**src/rtl/shift_add_mult_ctrl_pkg.sv**
```systemverilog
// Shared definitions for the sequential shift-and-add multiplier controller.
// Holds the FSM state encoding and the fixed sizing constants of the datapath.
package shift_add_mult_ctrl_pkg;

    // Operand width; tied to the width of the shared ripple adder.
    localparam int WIDTH     = 32'sd16;
    // Iteration counter width; must be able to hold WIDTH.
    localparam int CNT_W     = 32'sd5;
    // Counter value of the final add/shift step.
    localparam int LAST_STEP = 32'sd15;

    // Controller state encoding.
    typedef enum logic [1:0] {
        ST_IDLE = 2'd0,
        ST_CALC = 2'd1,
        ST_DONE = 2'd2
    } state_t;

endpackage : shift_add_mult_ctrl_pkg

```
**src/rtl/rippleAdder_16bit.sv**
```systemverilog
// Existing 16-bit ripple-carry adder of the adder datapath.
// Bit-serial carry chain built from full-adder equations; purely combinational.
module rippleAdder_16bit (
    input  logic [15:0] A,
    input  logic [15:0] B,
    input  logic        cin,
    output logic [15:0] sum,
    output logic        cout
);

    logic [16:0] carry_s;

    // Full-adder chain: each bit produces its sum and the carry into the next bit.
    always_comb begin
        carry_s    = 17'd0;
        sum        = 16'd0;
        carry_s[0] = cin;
        for (int i = 0; i < 16; i++) begin
            sum[i]       = A[i] ^ B[i] ^ carry_s[i];
            carry_s[i+1] = (A[i] & B[i]) | (carry_s[i] & (A[i] ^ B[i]));
        end
        cout = carry_s[16];
    end

endmodule : rippleAdder_16bit

```
**src/rtl/shift_add_mult_ctrl.sv**
```systemverilog
// Sequential 16x16 unsigned multiplier controller.
// Reuses one rippleAdder_16bit per cycle in shift-and-add form: the low half of
// the accumulator starts out holding the multiplier, and each step adds the
// multiplicand into the high half when the current multiplier bit is set, then
// shifts the whole {carry, high, low} word right by one.
module shift_add_mult_ctrl #(
    parameter int WIDTH = shift_add_mult_ctrl_pkg::WIDTH,
    parameter int CNT_W = shift_add_mult_ctrl_pkg::CNT_W
) (
    input  logic                 clk,
    input  logic                 rst_n,
    input  logic                 start,
    input  logic [WIDTH-1:0]     a,
    input  logic [WIDTH-1:0]     b,
    output logic                 busy,
    output logic                 done,
    output logic [2*WIDTH-1:0]   product
);

    import shift_add_mult_ctrl_pkg::*;

    // Registered state
    state_t               state_r;
    logic [WIDTH-1:0]     mcand_r;
    logic [WIDTH-1:0]     acc_hi_r;
    logic [WIDTH-1:0]     acc_lo_r;
    logic [CNT_W-1:0]     cnt_r;
    logic                 busy_r;
    logic                 done_r;
    logic [2*WIDTH-1:0]   product_r;

    // Next-state values
    state_t               state_s;
    logic [WIDTH-1:0]     mcand_s;
    logic [WIDTH-1:0]     acc_hi_s;
    logic [WIDTH-1:0]     acc_lo_s;
    logic [CNT_W-1:0]     cnt_s;
    logic                 busy_s;
    logic                 done_s;
    logic [2*WIDTH-1:0]   product_s;

    // Adder interface
    logic [WIDTH-1:0]     addend_s;
    logic [WIDTH-1:0]     sum_s;
    logic                 cout_s;

    // Select the multiplicand or zero depending on the current multiplier bit.
    always_comb begin
        if (acc_lo_r[0]) begin
            addend_s = mcand_r;
        end else begin
            addend_s = {WIDTH{1'b0}};
        end
    end

    // The only arithmetic element on the data path; carry-in is never used.
    rippleAdder_16bit u_adder (acc_hi_r, addend_s, 1'b0, sum_s, cout_s);

    // Next-state, datapath update and output decode of the controller.
    always_comb begin
        state_s   = state_r;
        mcand_s   = mcand_r;
        acc_hi_s  = acc_hi_r;
        acc_lo_s  = acc_lo_r;
        cnt_s     = cnt_r;
        busy_s    = 1'b0;
        done_s    = 1'b0;
        product_s = product_r;

        case (state_r)
            ST_IDLE: begin
                if (start) begin
                    mcand_s  = a;
                    acc_hi_s = {WIDTH{1'b0}};
                    acc_lo_s = b;
                    cnt_s    = {CNT_W{1'b0}};
                    busy_s   = 1'b1;
                    state_s  = ST_CALC;
                end else begin
                    state_s  = ST_IDLE;
                end
            end

            ST_CALC: begin
                if (cnt_r > CNT_W'(LAST_STEP)) begin
                    // Counter outside its legal range: abandon the job.
                    state_s = ST_IDLE;
                end else begin
                    // cout enters at the top, so no partial sum can overflow.
                    acc_hi_s = {cout_s, sum_s[WIDTH-1:1]};
                    acc_lo_s = {sum_s[0], acc_lo_r[WIDTH-1:1]};
                    cnt_s    = cnt_r + CNT_W'(1);
                    busy_s   = 1'b1;
                    if (cnt_r == CNT_W'(LAST_STEP)) begin
                        // Capture the result together with the final shift so
                        // it is valid in the same cycle as done.
                        product_s = {cout_s, sum_s, acc_lo_r[WIDTH-1:1]};
                        done_s    = 1'b1;
                        state_s   = ST_DONE;
                    end else begin
                        state_s   = ST_CALC;
                    end
                end
            end

            ST_DONE: begin
                state_s = ST_IDLE;
            end

            default: begin
                state_s = ST_IDLE;
            end
        endcase
    end

    // State, datapath and output registers with asynchronous clear.
    always_ff @(posedge clk or negedge rst_n) begin
        if (!rst_n) begin
            state_r   <= ST_IDLE;
            mcand_r   <= {WIDTH{1'b0}};
            acc_hi_r  <= {WIDTH{1'b0}};
            acc_lo_r  <= {WIDTH{1'b0}};
            cnt_r     <= {CNT_W{1'b0}};
            busy_r    <= 1'b0;
            done_r    <= 1'b0;
            product_r <= {(2*WIDTH){1'b0}};
        end else begin
            state_r   <= state_s;
            mcand_r   <= mcand_s;
            acc_hi_r  <= acc_hi_s;
            acc_lo_r  <= acc_lo_s;
            cnt_r     <= cnt_s;
            busy_r    <= busy_s;
            done_r    <= done_s;
            product_r <= product_s;
        end
    end

    assign busy    = busy_r;
    assign done    = done_r;
    assign product = product_r;

endmodule : shift_add_mult_ctrl

```
**config.mk**
```make
export PLATFORM = sky130hd
export DESIGN_NAME = shift_add_mult_ctrl
export DESIGN_NICKNAME = d
export VERILOG_FILES = /design/src/rtl/shift_add_mult_ctrl_pkg.sv /design/src/rtl/rippleAdder_16bit.sv /design/src/rtl/shift_add_mult_ctrl.sv
export SDC_FILE = /design/constraint.sdc
export NUM_CORES = 1
export LEC_CHECK = 0
export BUFFER_PORTS_ARGS = -buffer_cell sky130_fd_sc_hd__buf_2
export CAP_MARGIN = 30
export CORE_MARGIN = 10
export CORE_UTILIZATION = 55
export CTS_BUF_LIST = sky130_fd_sc_hd__clkbuf_4 sky130_fd_sc_hd__clkbuf_8
export DETAILED_ROUTE_END_ITERATION = 10
export MAX_ROUTING_LAYER = met4
export PLACE_DENSITY = 0.78
export SYNTH_ARGS = -nofsm -noshare
export SYNTH_HDL_FRONTEND = slang
export SYNTH_SLANG_ARGS = --single-unit
```
**constraint.sdc**
```tcl
create_clock -name clk -period 20.5 [get_ports clk]
set_clock_uncertainty 0.2 [all_clocks]
set_input_delay 2.05 -clock clk [delete_from_list [all_inputs] [get_ports clk]]
set_output_delay 2.05 -clock clk [all_outputs]
set_load 0.02 [all_outputs]
```
### Word-level counts from Yosys, hierarchy flattened

Cells that the tools add are included.
Widths: inputs -> output; s select.

* add/subtract/negate cells: 1
* $lt $le $gt $ge: 1
* equal/unequal tests: 4
* muxes and demuxes: 20
* bitwise gates (word level): 78
* reduce and logical (&&, ||, !) cells: 5

Operators with widths (number)
* $mux 16: 5
* $pmux 16 s2: 2
* $and 1x1->1: 31
* $xor 1x1->1: 31
* $or 1x1->1: 15
* $mux 5: 2
* $pmux 5 s2: 1
* $mux 1: 6
* $reduce_and 3->1: 2
* $add 5x1->5 const B: 1
* $eq 5x4->1 const B: 1
* $gt 5x4->1 const B: 1
* $mux 2: 2
* $ne 2x2->1 const B: 2
* $pmux 2 s2: 1
* $eq 2x1->1 const B: 1
* $logic_not 2->1: 1
* $pmux 1 s2: 1
* $reduce_and 2->1: 1
* $reduce_bool 2->1: 1
* $not 1->1: 1

* register bits: 89
* input port bits: 35
* output and inout port bits: 34
* word-level logic and storage cells: 117

### Depth between registers and ports, before layout

Gate-level depths: netlist of run 1.

* depth after elaboration: 34
* depth in mapped cells: 21
* gate-level depth less buffers: 20

### Hierarchy

From an unflattened synthesis of run 1, not the netlist that was laid out.

* cells, all modules: 340
* area, all modules: 4072.7 sq um

By module, submodules not included
* shift_add_mult_ctrl: instances 1, cells an instance 314, area an instance 3714.8 sq um, sequential area each 2227.1 sq um
* rippleAdder_16bit: instances 1, cells an instance 26, area an instance 357.8 sq um, sequential area each 0.0 sq um

### Least setup slack after synthesis of run 1

Ideal clock, no wire load.

* path kind: reg-to-reg
* from: register acc_lo_r[0]
* to: register acc_hi_r[14]
* library setup time: 74 ps
* arrival: 6786 ps
* data required time: 20226 ps
* path slack: 13439 ps
* stages on the path, launching flop included: 22
* buffers on the path: 1
* period minus slack after synthesis: 7061 ps
* path through: dfrtp_1 > clkbuf_1 > and2_1 > ha_1 > fa_1 > inv_1 > fa_1 > fa_1 > fa_1 > fa_1 > fa_1 > fa_1 > fa_1 > fa_1 > fa_1 > fa_1 > fa_1 > fa_1 > fa_1 > fa_1 > or3_1 > o21ai_2

* word-level cells in the longest chain between the ends: 33
* elaborated cells between the ends (all ways): 62
* those cells by class: 3 x mux; 59 x bitwise

Ends and longest elaborated chain
* from (decl): line shift_add_mult_ctrl.sv:26 `logic [WIDTH-1:0] acc_lo_r;`
* from (signal assigned): line shift_add_mult_ctrl.sv:122 `acc_lo_r <= {WIDTH{1'b0}};`
* from (signal assigned): line shift_add_mult_ctrl.sv:131 `acc_lo_r <= acc_lo_s;`
* $mux 16 (*): line shift_add_mult_ctrl.sv:49 `if (acc_lo_r[0]) begin`
* $and 1x1->1 / $xor 1x1->1 (equally long branches): line rippleAdder_16bit.sv:20 `carry_s[i+1] = (A[i] & B[i]) | (carry_s[i] & (A[i] ^ B[i]));`
* $and 1x1->1: line rippleAdder_16bit.sv:20
* $or 1x1->1: line rippleAdder_16bit.sv:20
* $and 1x1->1: line rippleAdder_16bit.sv:20
* $or 1x1->1: line rippleAdder_16bit.sv:20
* $and 1x1->1: line rippleAdder_16bit.sv:20
* $or 1x1->1: line rippleAdder_16bit.sv:20
* [... 17 more ...]
* $or 1x1->1: line rippleAdder_16bit.sv:20
* $and 1x1->1: line rippleAdder_16bit.sv:20
* $or 1x1->1: line rippleAdder_16bit.sv:20
* $and 1x1->1: line rippleAdder_16bit.sv:20
* $or 1x1->1: line rippleAdder_16bit.sv:20
* $xor 1x1->1 (*): line rippleAdder_16bit.sv:19 `sum[i] = A[i] ^ B[i] ^ carry_s[i];`
* $mux 16 (*): line shift_add_mult_ctrl.sv:85 `if (cnt_r > CNT_W'(LAST_STEP)) begin`
* $pmux 16 s2 (*): line shift_add_mult_ctrl.sv:70 `case (state_r)`
* to (signal assigned): line shift_add_mult_ctrl.sv:121 `acc_hi_r <= {WIDTH{1'b0}};`
* to (signal assigned): line shift_add_mult_ctrl.sv:130 `acc_hi_r <= acc_hi_s;`
* to (decl): line shift_add_mult_ctrl.sv:25 `logic [WIDTH-1:0] acc_hi_r;`

Mark *: on every way between the ends. The rest lies on a longest branch, timed or not. The select of a mux whose other input is x is not followed.
A chain may end at the register's enable or synchronous reset.

### Worst setup path in the final report of run 1

Ends and elaborated chain as after synthesis.

==> results of run 1 <==
## through the flow
| step | utilization, % | setup slack (ns) |
|---|---|---|
| 5_1_grt | 64.83 | 12.77 |
| 2_1_floorplan | - | 13.44 |
| 3_5_place_dp | 61.97 | 13.06 |
| 6_report | 64.83 | 13.01 |
| 4_1_cts | 64.83 | 13.04 |
| 3_3_place_gp | 61.43 | 13.15 |
## area by class of cell
cell class / instances / area [sq um] / area share (%)
clock inverters: 5 / 53.80 / 1.157
clock buffers: 11 / 151.4 / 3.254
well taps: 99 / 123.9 / 2.663
inverters: 18 / 67.56 / 1.452
repair buffers: 71 / 389.1 / 8.365
flip-flops and latches: 89 / 2227 / 47.88
multi-input cells: 220 / 1639 / 35.23
## sequential cells by signal (all words and copies together) (netlist names)
register and cells:
done 1, cnt_r 5, acc_hi_r 16, product 32
mcand_r 16, state_r 2, busy 1, acc_lo_r 16
## cells in the final DEF (no fill, tap or decap), types with 2 or more instances in the layout
cell type  count
ha_1           3
a31oi_1       16
o31ai_1        3
and2_1         4
nor2_1        17
clkinv_2       3
mux2_2        34
fa_1          15
o21ai_0       12
dfrtp_1       89
clkbuf_8      11
buf_4          2
buf_2         67
o21ai_1        6
inv_1         17
o21ai_2       14
nand2_1       66
or3_1         14
## per-layer routing
metal / share of wire, % / routed length (um)
met1: 51 / 4127
met2: 43 / 3476
met3: 5.1 / 419
met4: 1.7 / 140
met5: 0 / 0
## cell families (layout without fill, tap and decap cells)
family	after synthesis	count (layout)	share of synthesized area [%]
buf+inv	38	105	4.590
mux	35	35	9.740
flops	89	89	55.21
fa+ha+maj	18	18	8.375
compound gates	58	58	9.771
simple gates	109	109	12.31
## worst max-delay path, stage by stage, from the launching register on
cell and delay [ns]:
dfrtp_1 0.61, and2_1 0.19, ha_1 0.15, fa_1 0.16
inv_1 0.05, fa_1 0.37, fa_1 0.39, fa_1 0.39
fa_1 0.40, fa_1 0.40, fa_1 0.39, fa_1 0.41
fa_1 0.40, fa_1 0.41, fa_1 0.40, fa_1 0.40
fa_1 0.39, fa_1 0.39, fa_1 0.46, or3_1 0.40
o21ai_2 0.06
## power by group
part	internal [W]	total (W)	switching (W)
clock	0.0000626	0.000123	0.0000602
combinational	0.0000953	0.000235	0.000140
sequential	0.000225	0.000260	0.0000344
total	0.000383	0.000618	0.000235
## final timing paths
kind	end	slack, ns	cells past startpoint
max in group asynchronous	state_r[0]	18.05	2
hold reg to reg	product[21]	0.28	2
setup reg to reg	acc_hi_r[14]	13.01	20
min in group asynchronous	product[1]	1.45	1
setup / recovery	acc_hi_r[14]	13.01	20
hold / removal	product[21]	0.28	2
==> flow_metrics.env, run 1 <==
export IMPL_tns_ns=0
export IMPL_rsz0062_at_grt="no"
export IMPL_cts_clk_slew_worst_paths_ns=0.08
export IMPL_drc=0
export IMPL_drive_gt1_share_pct=34.54
export IMPL_antenna_cells=0
export IMPL_cts_htree_levels=3
export IMPL_cts_tree="yes"
export IMPL_synth_top_area_share_pct=55.21
export IMPL_synth_area_leader_cell="dfrtp_1"
export IMPL_status="complete, no violations"
export IMPL_async_flop_share_pct=100.0
export IMPL_endpoint_kind="flip-flop"
export IMPL_rows=31
export IMPL_ant_nets=0
export IMPL_synth_area_leaders="dfrtp_1 (55%), mux2_2 (9.5%), fa_1 (7.4%)"
export IMPL_grt_use_total_pct=15.75
export IMPL_dp_cells=497
export IMPL_synth_seq_cells=89
export IMPL_ir_drop_mv=0.05811
export IMPL_setup_worst_path_start="acc_lo_r[0]"
export IMPL_avgSynthCellArea_sq_um=11.62
export IMPL_setup_violations_final=0
export IMPL_grt_max_degree=55
export IMPL_synth_edff_count=0
export IMPL_period_minus_slack_ns=7.493
export IMPL_antenna_found_initial=0
export IMPL_grtUsageMet3_pct=3.289
export IMPL_routedWlPerCell_um=15.91
export IMPL_critical_path_class="reg -> reg"
export IMPL_clockBufferDepth=2
export IMPL_worstMarginPinSlew_ns=0.9371
export IMPL_gr_usage_met1_pct=21.47
export IMPL_wl_mm=8.163
export IMPL_syn2layout_area_growth_pct=15.32
export IMPL_die_area_sq_um=11160
export IMPL_numCtsBuffers=9
export IMPL_cap_violations=0
export IMPL_die_w_um=105.6
export IMPL_gp_congestion=0.8521
export IMPL_period_share_pct=36.55
export IMPL_cts_sinks=89
export IMPL_initial_utilization_pct=56.22
export IMPL_core_area_sq_um=7176
export IMPL_fillers=554
export IMPL_seq_area_frac_synth_pct=55.21
export IMPL_drtIter0Drc=188
export IMPL_critPathLaunchType="flip-flop"
export IMPL_nets=462
export IMPL_yosysUniqueCellTypes=36
export IMPL_first_global_vias=2857
export IMPL_cts_hold_buf=0
export IMPL_synth_most_common_cell="dfrtp_1"
export IMPL_clkLatencyLatePin_ns=0.36
export IMPL_place_hpwl_mm=5.859
export IMPL_place_area_sq_um=4447
export IMPL_postLayoutCellArea_sq_um=4652
export IMPL_grt_overflow=0
export IMPL_hp_start="product[21]"
export IMPL_critical_path_max_fanout=17
export IMPL_avgViaCountPerCell=5.288
export IMPL_critPathArrivalTime_ns=7.57
export IMPL_whs_ns=0.2808
export IMPL_hold_viol=0
export IMPL_yosys_warnings=0
export IMPL_final_cells=513
export IMPL_die_h_um=105.6
export IMPL_pin_count=69
export IMPL_grt_busiest_layer="met2"
export IMPL_synth_ff_type="dfrtp_1"
export IMPL_powerDensity_nw_per_um2=132.8
export IMPL_total_power_w=0.0006179
export IMPL_worstReg2RegStart="acc_lo_r[0]"
export IMPL_grtUsageMet2_pct=22.00
export IMPL_synthCells=347
export IMPL_p_leak_nw=2.239
export IMPL_synth_cell_area_sq_um=4034
export IMPL_cts_root_buffer="clkbuf_8"
export IMPL_hold_path_class="reg -> reg"
export IMPL_synth_common_cells="dfrtp_1 (89), nand2_1 (66), mux2_2 (34)"
export IMPL_cp_required_ns=20.58
export IMPL_report_final_slew_viol_count=0
export IMPL_post_cts_resized=0
export IMPL_num_vias=2713
export IMPL_grt_first_pass_wirelength_mm=14.05
export IMPL_place_port_buffers=68
export IMPL_first_pass_iters=5
export IMPL_syn_nets=400
export IMPL_cts_setup_buffers=0
export IMPL_fmax_ghz=0.1335
export IMPL_slew_headroom_pct=37.43
Power figures use the tool's default switching activity.
==> inputs of run 2 (changes only) <==
--- a/config.mk
+++ b/config.mk
@@ -8,7 +8,7 @@
 export BUFFER_PORTS_ARGS = -buffer_cell sky130_fd_sc_hd__buf_2
 export CAP_MARGIN = 30
 export CORE_MARGIN = 10
-export CORE_UTILIZATION = 55
+export CORE_UTILIZATION = 52
 export CTS_BUF_LIST = sky130_fd_sc_hd__clkbuf_4 sky130_fd_sc_hd__clkbuf_8
 export DETAILED_ROUTE_END_ITERATION = 10
 export MAX_ROUTING_LAYER = met4
==> constraint.sdc (replaced) <==
create_clock -name clk -period 6.1 [get_ports clk]
set_clock_uncertainty 0.2 [all_clocks]
set_input_delay 0.61 -clock clk [delete_from_list [all_inputs] [get_ports clk]]
set_output_delay 0.61 -clock clk [all_outputs]
set_load 0.02 [all_outputs]
==> flow_metrics.env, run 2 (same netlist as run 1, synthesis figures left out) <==
export IMPL_power_switching_w=0.0008116
export IMPL_cts_htree_levels=3
export IMPL_die_w_um=108.1
export IMPL_report_final_slew_viol_count=0
export IMPL_critical_path_class="reg -> reg"
export IMPL_critPathArrivalTime_ns=6.55
export IMPL_ant_nets=0
export IMPL_cts_root_buffer="clkbuf_8"
export IMPL_pin_count=69
export IMPL_drc=0
export IMPL_reg2regPathDepth=20
export IMPL_cap_violations=0
export IMPL_numCtsBuffers=9
export IMPL_dp_cells=501
export IMPL_hold_path_class="in -> async"
export IMPL_violations="negative setup slack"
export IMPL_hold_viol=0
export IMPL_die_area_sq_um=11680
export IMPL_worstMarginPinSlew_ns=0.9375
export IMPL_place_hpwl_mm=5.884
export IMPL_die_h_um=108.1
export IMPL_core_area_sq_um=7647
export IMPL_final_common_cell="dfrtp_1"
export IMPL_largest_reg_flops=32
export IMPL_rsz0062_at_grt="yes"
export IMPL_clkPwrFrac_pct=18.1
export IMPL_grt_overflow=0
export IMPL_cts_sinks=89
export IMPL_period_share_pct=106.3
export IMPL_endpoint_kind="flip-flop"
export IMPL_first_global_vias=2773
export IMPL_cts_tree="yes"
export IMPL_clkLatencyLatePin_ns=0.35
export IMPL_place_area_sq_um=4489
export IMPL_p_int_w=0.001279
export IMPL_syn2layout_area_growth_pct=17.09
export IMPL_powerDensity_nw_per_um2=442.5
export IMPL_gp_congestion=0.8887
export IMPL_grt_max_degree=53
export IMPL_wl_mm=8.232
export IMPL_setup_violations_final=5
export IMPL_final_cells=519
export IMPL_routedWlPerCell_um=15.86
export IMPL_rows=32
export IMPL_first_pass_iters=4
export IMPL_critical_path_max_fanout=3
export IMPL_final_cell_mix="dfrtp_1 (89), buf_2 (67), nand2_1 (66)"
export IMPL_drtIter0Drc=108
export IMPL_cts_hold_buf=0
export IMPL_cts_clk_slew_worst_paths_ns=0.09
export IMPL_ir_drop_mv=0.2939
export IMPL_tns_ns=-1.098
export IMPL_slew_headroom_pct=37.41
export IMPL_p_comb_share_pct=40.5
export IMPL_place_port_buffers=68
export IMPL_grt_use_total_pct=14.95
export IMPL_drive_gt1_share_pct=40.29
export IMPL_postLayoutCellArea_sq_um=4723
export IMPL_num_vias=2677
export IMPL_period_minus_slack_ns=6.485
export IMPL_antenna_cells=0
export IMPL_critPathLaunchType="flip-flop"
export IMPL_initial_utilization_pct=52.75
export IMPL_avgViaCountPerCell=5.158
export IMPL_grt_first_pass_wirelength_mm=13.50
export IMPL_antenna_found_initial=0
export IMPL_setup_ws_ns=-0.3845
export IMPL_fmax_ghz=0.1542
export IMPL_clockBufferDepth=2
export IMPL_status="complete, but fails checks"
export IMPL_nets=465
export IMPL_switching_share_pct=38.83
export IMPL_seqPwrFrac_pct=41.4
export IMPL_p_leak_nw=2.238
export IMPL_cp_required_ns=6.16
-- run 2: layout make-up --
type / instances / area (sq um)
Clock buffer: 11 / 145.1
Inverter: 18 / 67.56
Clock inverter: 5 / 40.04
Timing Repair Buffer: 74 / 407.9
Multi-Input combinational cell: 220 / 1708
Sequential cell: 89 / 2227
Fill cell: 632 / 2924
Tap cell: 102 / 127.6
-- run 2: worst paths after layout --
path | slack [ns] | endpoint | startpoint
max in group asynchronous | 5.07 | acc_hi_r[2] | rst_n
worst max-delay path | -0.38 | acc_hi_r[14] | acc_lo_r[0]
worst max register to register | -0.38 | acc_hi_r[14] | acc_lo_r[0]
min in group clk | 0.28 | product[30] | product[30]
worst min-delay path | 0.01 | product[9] | rst_n
worst min register to register | 0.28 | product[30] | product[30]
-- run 2: worst max-delay path: stages, from the launching register on --
cell	delay [ns]
dfrtp_1	0.37
and2_4	0.15
ha_4	0.12
fa_2	0.18
inv_2	0.04
fa_2	0.33
fa_2	0.36
fa_2	0.35
fa_2	0.35
fa_2	0.35
fa_2	0.35
fa_2	0.36
fa_2	0.35
fa_2	0.35
fa_2	0.35
fa_2	0.35
fa_2	0.34
fa_2	0.34
fa_2	0.43
or3_1	0.33
o21ai_2	0.06
-- run 2: per-stage QoR --
stage | power, W | util [%] | worst slack, ns | hold slack (ns)
after detailed placement | 0.001705 | 58.70 | -0.3946 | 0.2670
after floorplan | 0.001514 | - | -0.2835 | 0.1144
after CTS | 0.002090 | 61.22 | -0.3678 | 0.01352
after global placement | 0.001666 | 58.34 | -0.3414 | 0.2570
after global routing | 0.002266 | 61.76 | -0.5378 | 0.02993
final | 0.002090 | 61.76 | -0.3845 | 0.009953
-- run 2: power groups by stage --
| stage | Sequential (W) | Clock [W] | Combinational [W] |
|---|---|---|---|
| after global routing | 0.000886 | 0.000411 | 0.000970 |
| after detailed placement | 0.000875 | 0 | 0.000830 |
| after global placement | 0.000868 | 0 | 0.000798 |
| after floorplan | 0.000848 | 0 | 0.000667 |
| final | 0.000866 | 0.000378 | 0.000847 |
| after CTS | 0.000864 | 0.000387 | 0.000839 |
-- run 2: routing by layer --
layer | GRT usage, % | routed length (um) | up-vias
li1 | - | - | 1308
met3 | 3.867 | 345 | 12
met2 | 23.15 | 4023 | 57
met5 | - | 0 | -
met4 | 4.866 | 111 | 0
met1 | 18.74 | 3751 | 1300
-- run 2: repair_timing --
item                                    CTS  global route
gates resized for setup                   1            10
pin swaps                                 1             2
endpoints found under the setup margin    5             6
gates cloned                              0             0
setup buffers                             1             1
==> inputs of run 3 (changes only) <==
--- a/config.mk
+++ b/config.mk
@@ -15,4 +15,5 @@
 export PLACE_DENSITY = 0.78
 export SYNTH_ARGS = -nofsm -noshare
 export SYNTH_HDL_FRONTEND = slang
+export SYNTH_HIERARCHICAL = 1
 export SYNTH_SLANG_ARGS = --single-unit
==> constraint.sdc (replaced) <==
create_clock -name clk -period 6.1 [get_ports clk]
set_clock_uncertainty 0.2 [all_clocks]
set_input_delay 0.61 -clock clk [delete_from_list [all_inputs] [get_ports clk]]
set_output_delay 0.61 -clock clk [all_outputs]
set_load 0.005 [all_outputs]
==> flow_metrics.env, run 3 <==
export IMPL_gp_congestion=0.7817
export IMPL_whs_ns=0.2782
export IMPL_setup_ws_ns=-0.5554
export IMPL_reg2reg_slack_ns=-0.56
export IMPL_synth_area_leaders="dfrtp_1 (55%), mux2_2 (14%), fa_1 (7.9%)"
export IMPL_num_vias=2772
export IMPL_total_power_w=0.002159
export IMPL_worstReg2RegStart="mcand_r[0]"
export IMPL_worstMarginPinSlew_ns=0.7967
export IMPL_wl_mm=8.360
export IMPL_pin_count=69
export IMPL_critPathLaunchType="flip-flop"
export IMPL_synth_cell_area_sq_um=4073
export IMPL_grt_max_degree=63
export IMPL_hp_start="a[14]"
export IMPL_critical_path_max_fanout=2
export IMPL_grt_use_total_pct=15.49
export IMPL_critPathArrivalTime_ns=6.73
export IMPL_ir_drop_mv=0.2255
export IMPL_die_area_sq_um=11770
export IMPL_antenna_found_initial=0
export IMPL_synth_seq_cells=89
export IMPL_drtIter0Drc=158
export IMPL_hold_viol=0
export IMPL_violations="negative setup slack"
export IMPL_first_global_vias=2921
export IMPL_fillers=626
export IMPL_grt_overflow=0
export IMPL_place_hpwl_mm=5.872
export IMPL_cts_sinks=89
export IMPL_synth_top_area_share_pct=54.69
export IMPL_die_w_um=108.5
export IMPL_clkLatencyLatePin_ns=0.35
export IMPL_clockBufferDepth=2
export IMPL_cap_violations=0
export IMPL_dp_slack_ns=-0.5519
export IMPL_largest_reg_flops=32
export IMPL_place_port_buffers=68
export IMPL_hold_path_class="in -> reg"
export IMPL_ant_nets=0
export IMPL_cp_required_ns=6.18
export IMPL_rr_endpoint="acc_hi_r[14]"
export IMPL_yosysUniqueCellTypes=35
export IMPL_yosys_warnings=6
export IMPL_rsz0062_at_grt="yes"
export IMPL_holdPathStages=2
export IMPL_die_h_um=108.5
export IMPL_endpoint_kind="flip-flop"
export IMPL_critical_path_class="reg -> reg"
export IMPL_avgViaCountPerCell=5.372
export IMPL_seq_area_frac_synth_pct=54.69
export IMPL_worstHoldEndpoint="mcand_r[14]"
export IMPL_synthCells=340
export IMPL_reg2regPathDepth=23
export IMPL_cts_root_buffer="clkbuf_8"
export IMPL_async_flop_share_pct=100.0
export IMPL_rows=32
export IMPL_report_final_slew_viol_count=0
export IMPL_synth_common_cells="dfrtp_1 (89), mux2_2 (49), nand2_1 (33)"
export IMPL_period_share_pct=109.1
export IMPL_fmax_ghz=0.1503
export IMPL_synth_ff_type="dfrtp_1"
export IMPL_synth_area_leader_cell="dfrtp_1"
export IMPL_antenna_cells=0
export IMPL_synth_edff_count=0
export IMPL_status="complete, but fails checks"
export IMPL_synth_most_common_cell="dfrtp_1"
export IMPL_drc=0
export IMPL_first_pass_iters=4
export IMPL_core_area_sq_um=7687
export IMPL_syn_nets=393
export IMPL_grt_first_pass_wirelength_mm=14.23
export IMPL_routedWlPerCell_um=16.20
export IMPL_final_cell_mix="dfrtp_1 (89), buf_2 (67), mux2_2 (48)"
export IMPL_syn2layout_area_growth_pct=18.37
export IMPL_cts_tree="yes"
export IMPL_powerDensity_nw_per_um2=447.8
export IMPL_setup_violations_final=6
export IMPL_period_minus_slack_ns=6.655
export IMPL_nets=462
export IMPL_drive_gt1_share_pct=39.86
export IMPL_cts_htree_levels=3
export IMPL_final_common_cell="dfrtp_1"
export IMPL_initial_utilization_pct=52.98
export IMPL_avgSynthCellArea_sq_um=11.98
export IMPL_cts_clk_slew_worst_paths_ns=0.09
export IMPL_slew_headroom_pct=46.89
export IMPL_numCtsBuffers=9
export IMPL_p_leak_nw=2.358
-- run 3: cell types whose count changed in the layout (fill, tap and decap cells not counted), moves of 6 or more --
cell / delta
nand3_1: +15
o21ai_2: -17
or3_1: -13
o21ai_1: +6
and2_1: +14
nand2_1: -33
mux2_2: +14
inv_1: +8
-- run 3: layout make-up --
type                            count  area, sq um  area share [%]
Clock inverter                      6        90.09           1.869
Timing Repair Buffer               76        437.9           9.084
Sequential cell                    89         2227           46.20
Multi-Input combinational cell    204         1698           35.22
Tap cell                          102        127.6           2.647
Clock buffer                       10        131.4           2.725
Inverter                           29        108.9           2.258
-- run 3: cell families after synthesis --
kind of cell,Yosys count,synth area share (%)
compound gates,45,7.343
fa+ha+maj,18,8.479
buf+inv,47,5.038
flops,89,54.69
mux,50,13.79
other cells,1,0.09208
simple gates,90,10.57
-- run 3: metal layers --
metal,up-vias,GRT usage [%],part of all wire [%]
li1,1280,-,-
met1,1398,19.60,44
met2,85,23.49,48
met3,9,4.938,7.2
met4,0,4.331,0.93
met5,-,-,0
-- run 3: how the worst max path moves through the flow --
stage                 from            to  cells past startpoint
6_report        mcand_r[0]  acc_hi_r[14]                     23
5_1_grt        acc_lo_r[0]  acc_hi_r[14]                     23
4_1_cts         mcand_r[0]  acc_hi_r[14]                     23
3_5_place_dp    mcand_r[0]  acc_hi_r[14]                     23
3_3_place_gp    mcand_r[0]  acc_hi_r[14]                     23
2_1_floorplan  acc_lo_r[0]  acc_hi_r[14]                     23
-- run 3: critical path: stages, from the launching register on --
cell and delay [ns]:
dfrtp_1 0.38, and2_4 0.16, fa_2 0.35, inv_2 0.06, fa_2 0.18, inv_2 0.04, fa_2 0.34, fa_2 0.37
fa_2 0.35, fa_2 0.35, fa_2 0.35, fa_2 0.34, fa_2 0.34, fa_2 0.35, fa_2 0.35, fa_2 0.36
fa_2 0.35, fa_2 0.35, fa_2 0.34, inv_2 0.06, fa_1 0.41, inv_2 0.07, nand3_1 0.05, o21ai_1 0.09
-- run 3: through the flow --
stage          util [%]  cells  cell area [sq um]  TNS (ns)
5_1_grt           62.71    516               4821    -3.529
6_report          62.71    516               4821    -2.300
3_5_place_dp      59.55    498               4578    -2.211
2_1_floorplan         -    340               4113    -1.406
3_3_place_gp      58.94    496               4531    -1.613
4_1_cts           62.61    515               4813    -2.329
-- run 3: report_power, final --
part	switching [W]	total [W]	internal [W]	leakage [nW]
clock network	0.000214	0.000451	0.000238	0.111
registers	0.000120	0.000878	0.000758	1.13
logic	0.000467	0.000830	0.000363	1.12
-- run 3: timing repair --
action | in CTS | in global routing
endpoints found under the setup margin | 6 | 8
hold endpoints to repair | 27 | 0
setup buffers | 0 | 1
hold buffers | 1 | 0
gates resized for setup | 2 | 1
